$ cat src/rtl/toggle_meter_pkg.sv
// Shared types for the toggle period meter: FSM state encoding and the
// counter width helper.
package toggle_meter_pkg;

  typedef enum logic [1:0] {
    IDLE,
    ARMED,
    MEASURE
  } state_t;

  function automatic int count_width(input int max_count);
    return $clog2(max_count + 1);
  endfunction

endpackage

$ cat src/rtl/sync_edge_detect.sv
// Synchronizer chain for an asynchronous input followed by a history flop;
// o_edge is a registered pulse for a level change of either polarity.
module sync_edge_detect #(
  parameter int STAGES = 2
) (
  input  logic i_clk,
  input  logic i_rst,
  input  logic i_toggle,
  output logic o_level,
  output logic o_edge
);

  logic [STAGES-1:0] sync_q;
  logic              hist_q;

  always_ff @(posedge i_clk or posedge i_rst) begin
    if (i_rst) begin
      sync_q <= '0;
      hist_q <= 1'b0;
      o_edge <= 1'b0;
    end else begin
      sync_q <= {sync_q[STAGES-2:0], i_toggle};
      hist_q <= sync_q[STAGES-1];
      o_edge <= sync_q[STAGES-1] ^ hist_q;
    end
  end

  assign o_level = sync_q[STAGES-1];

endmodule

$ cat src/rtl/toggle_period_meter.sv
// Measures i_clk cycles between transitions of an asynchronous toggle input.
// Optional min/max tracking is enabled with `define TOGGLE_PERIOD_METER_MINMAX_EN.
module toggle_period_meter
  import toggle_meter_pkg::*;
#(
  parameter  int MAX_COUNT   = 1000,
  parameter  int SYNC_STAGES = 2,
  localparam int W           = count_width(MAX_COUNT)
) (
  input  logic         i_clk,
  input  logic         i_rst,
  input  logic         i_enable,
  input  logic         i_toggle,
  output logic [W-1:0] o_period,
  output logic         o_valid,
  output logic         o_timeout,
`ifdef TOGGLE_PERIOD_METER_MINMAX_EN
  output logic [W-1:0] o_min_period,
  output logic [W-1:0] o_max_period,
`endif
  output logic         o_measuring
);

  localparam logic [W-1:0] MAX_W = W'(MAX_COUNT);

  state_t       state_q, state_n;
  logic [W-1:0] count_q, count_n;
  logic [W-1:0] period_n;
  logic         valid_n, timeout_n;
  logic         edge_det;
  logic         level_unused;

  sync_edge_detect #(
    .STAGES (SYNC_STAGES)
  ) u_sync (
    .i_clk    (i_clk),
    .i_rst    (i_rst),
    .i_toggle (i_toggle),
    .o_level  (level_unused),
    .o_edge   (edge_det)
  );

  // An edge coinciding with the limit is reported as a period, not a timeout.
  always_comb begin
    state_n   = state_q;
    count_n   = count_q;
    period_n  = o_period;
    valid_n   = 1'b0;
    timeout_n = 1'b0;
    if (!i_enable) begin
      state_n = IDLE;
      count_n = '0;
    end else begin
      case (state_q)
        IDLE: begin
          state_n = ARMED;
          count_n = '0;
        end
        ARMED: begin
          if (edge_det) begin
            state_n = MEASURE;
            count_n = W'(1);
          end
        end
        MEASURE: begin
          if (edge_det) begin
            period_n = count_q;
            valid_n  = 1'b1;
            count_n  = W'(1);
          end else if (count_q == MAX_W) begin
            timeout_n = 1'b1;
            count_n   = '0;
            state_n   = ARMED;
          end else begin
            count_n = count_q + W'(1);
          end
        end
        default: begin
          state_n = IDLE;
          count_n = '0;
        end
      endcase
    end
  end

  always_ff @(posedge i_clk or posedge i_rst) begin
    if (i_rst) begin
      state_q   <= IDLE;
      count_q   <= '0;
      o_period  <= '0;
      o_valid   <= 1'b0;
      o_timeout <= 1'b0;
    end else begin
      state_q   <= state_n;
      count_q   <= count_n;
      o_period  <= period_n;
      o_valid   <= valid_n;
      o_timeout <= timeout_n;
    end
  end

  assign o_measuring = (state_q == MEASURE);

`ifdef TOGGLE_PERIOD_METER_MINMAX_EN
  // Extremes restart on every fresh enable so each session is tracked alone.
  logic enable_q;

  always_ff @(posedge i_clk or posedge i_rst) begin
    if (i_rst) begin
      enable_q     <= 1'b0;
      o_min_period <= '1;
      o_max_period <= '0;
    end else begin
      enable_q <= i_enable;
      if (i_enable && !enable_q) begin
        o_min_period <= '1;
        o_max_period <= '0;
      end else if (valid_n) begin
        if (period_n < o_min_period) o_min_period <= period_n;
        if (period_n > o_max_period) o_max_period <= period_n;
      end
    end
  end
`endif

endmodule
$ cat config.mk
export PLATFORM = sky130hd
export DESIGN_NAME = toggle_period_meter
export DESIGN_NICKNAME = d
export VERILOG_FILES = /design/src/rtl/toggle_meter_pkg.sv /design/src/rtl/sync_edge_detect.sv /design/src/rtl/toggle_period_meter.sv
export SDC_FILE = /design/constraint.sdc
export NUM_CORES = 1
export LEC_CHECK = 0
export ABC_AREA = 1
export CAP_MARGIN = 20
export CORE_AREA = 4 4 62 64
export CTS_CLUSTER_DIAMETER = 60
export DETAILED_ROUTE_END_ITERATION = 12
export DIE_AREA = 0 0 66 68
export PLACE_DENSITY = 0.7
export SYNTH_ARGS = -nofsm -noshare
export SYNTH_HDL_FRONTEND = slang
export SYNTH_SLANG_ARGS = --single-unit
export TNS_END_PERCENT = 30
$ cat constraint.sdc
create_clock -name i_clk -period 1.4 [get_ports i_clk]
set_input_delay 0.21 -clock i_clk [delete_from_list [all_inputs] [get_ports i_clk]]
set_output_delay 0.21 -clock i_clk [all_outputs]
set_load 0.02 [all_outputs]
==> impl_metrics.ini <==
[global_routing]
grt_start_max_net_pins = 29
grt_remaining_overflow = 0
first_global_vias = 1098
grt_pass1_wl_um = 4650
grt.total_usage_pct = 13.38
antenna_found_initial = 0

[setup_path]
reg2reg_from = state_q[1]$_DFFE_PP0P_
arrival_ps = 1770
cp_max_fo = 5
worstSetupPathType = reg2reg
cp.required_ps = 1660
rrSetupSlack_ps = -110
rr_endpoint = count_q[2]$_DFFE_PP0P_
startpoint_type = flip-flop
worstRegToRegCells = 6
crit_path_end_kind = flip-flop

[synth]
syn_inst = 142
avgSynthCellArea_um2 = 9.102
ys_top_cells_by_count = 40 x nand2_1, 28 x dfrtp_1, 19 x inv_1
synth_top_area_cell = dfrtp_1
synth-seq-area-share_pct = 54.21
synth_edf_count = 0
ys.flop_type = dfrtp_1
synth_area_leaders = dfrtp_1 54%, nand2_1 12%, inv_1 5.5%, ha_1 3.9%, o21ai_1 3.9%
syn-cell-area_mm2 = 0.001292
async_flop_share_pct = 100.0
ys_seq_elements = 28
yosysMostFrequentCell = nand2_1
synth_top_area_share_pct = 54.21
yosys_warnings = 0
synth_cell_types = 21
syn_nets = 150

[die]
die_w_um = 66
core_area_mm2 = 0.003284
die_height_um = 68
io_pins = 17
start_util_pct = 39.35
dieArea_mm2 = 0.004488
rows = 21

[timing]
max_slew_margin_pct = 76.05
hold_violations = 0
layout_min_cycle_time_ps = 1510
final_max_slew_viol_count = 0
tightest_slew_ps = 359.2
period_share_pct = 107.8
setup_slack_ps = -109.5
fmax_mhz = 662.5
rsz0062_at_grt = yes
finalSetupViolations = 12
fin_skew_ps = 2.881

[power_and_ir_drop]
power_leakage_uw = 0.0008146
ir_drop_mv = 0.4732
power_density_mw_per_mm2 = 1029
fin_total_pwr_uw = 1787

[cells_and_area]
fin_area_mm2 = 0.001737
drive_above_1_share_pct = 27.68
fillers = 305
final_nets = 187
syn_to_final_growth_pct = 34.37
antennaDiodeCount = 0

[drt]
drt-wirelength-per-cell_um = 12.25
ant_nets = 0
drc = 0
viasPerCell = 4.668
first_pass_iters = 4
initialDrtViolationCount = 45
totalWireLength_um = 2731
vias = 1041

[clock_tree]
cts_hold_buf = 0
cts.clk_slew.worst_paths_ps = 140
clockBufferDepth = 2
cts_root_buf = clkbuf_4
tritoncts = done
clock-sinks = 28
numCtsBuffers = 3
cts_max_level = 1
clkLatencyLatePin_ps = 330

[run]
timing.max_cap.violations = 0

[placed_design]
placed_area_mm2 = 0.001602
gp_congestion = 0.8937
dp_hpwl_um = 1898
place_ws_ps = -182.2
io_buffers = 16

[run_status]
status = finished with violations
violations = setup timing

[hold_path]
hold_path.class = in2async
timing repair:
action                                  CTS  global route
pin swaps                                 5             7
setup buffers                             7             0
endpoints found under the setup margin   24            23
endpoints found under the hold margin     0             0
gates resized for setup                  24            16
layout make-up:
type,count,area (um2),area share (%)
sequential,28,700.7,40.35
clock buffer,3,22.52,1.297
inverter,21,81.33,4.683
multi-input combinational,91,569.3,32.78
tap,46,57.56,3.314
timing repair buffer,34,305.3,17.58
critical path: stages (launching register included):
cell	delay [ps]
dfrtp_1	420
buf_6	130
ha_4	220
nor4_4	260
nand2_2	150
buf_4	180
o22ai_1	90
stage by stage:
stage               cells  hold slack [ps]  setup TNS (ps)  utilization (%)
floorplan             142            241.4               0                -
global placement      213            338.9           -1002            48.76
detailed placement    213            341.2           -2197            48.76
CTS                   223            238.9          -265.2            51.16
global route          223            287.3           -1684            52.88
finish                223            226.8          -709.6            52.88
cell families after synthesis:
| kind of cell | after synthesis | share of synthesized area (%) |
|---|---|---|
| buf+inv | 23 | 7.357 |
| compound gates | 22 | 9.294 |
| simple gates | 60 | 21.88 |
| xor+xnor | 5 | 3.388 |
| flops | 28 | 54.21 |
| fa+ha+maj | 4 | 3.872 |
placed cells by master (no fill, tap or decap), drive strengths merged:
master,n
clkbuf,3
dlygate4sd2,12
o21ai,17
nor2,9
nand3,6
nor3,1
dfrtp,28
o22ai,5
buf,19
nor3b,1
nand2,42
xnor2,1
nor4,1
clkdlybuf4s50,3
ha,4
inv,21
xor2,4
registers in the layout, indices dropped and copies added, names as in the netlist:
| register | flops |
|---|---|
| o_timeout | 1 |
| state_q | 2 |
| u_sync.o_edge | 1 |
| o_period | 10 |
| o_valid | 1 |
| u_sync.sync_q | 2 |
| u_sync.hist_q | 1 |
| count_q | 10 |
per-layer routing:
| layer | wire length, um | track usage [%] | part of all wire (%) | up-vias |
|---|---|---|---|---|
| li1 | - | - | - | 521 |
| met1 | 1154 | 15.63 | 42 | 497 |
| met2 | 1446 | 24.16 | 53 | 17 |
| met3 | 80 | 1.970 | 2.9 | 6 |
| met4 | 50 | 6.345 | 1.8 | 0 |
| met5 | 0 | 0 | 0 | - |
how the worst max path moves through the flow:
stage,from,end,slack (ps),cells after the start
6_report,state_q[1]$_DFFE_PP0P_,count_q[2]$_DFFE_PP0P_,-110,6
3_3_place_gp,i_enable,count_q[8]$_DFFE_PP0P_,-100,7
5_1_grt,state_q[1]$_DFFE_PP0P_,count_q[2]$_DFFE_PP0P_,-170,6
4_1_cts,state_q[1]$_DFFE_PP0P_,count_q[8]$_DFFE_PP0P_,-40,9
2_1_floorplan,state_q[0]$_DFFE_PP0P_,count_q[8]$_DFFE_PP0P_,50,8
3_5_place_dp,i_enable,count_q[8]$_DFFE_PP0P_,-180,7
power by group:
group          internal, uW  total, uW  switching (uW)
logic                   270        562             292
clock network           101        330             229
registers               858        895            37.3
No activity file was read; power rests on OpenSTA's default activity.
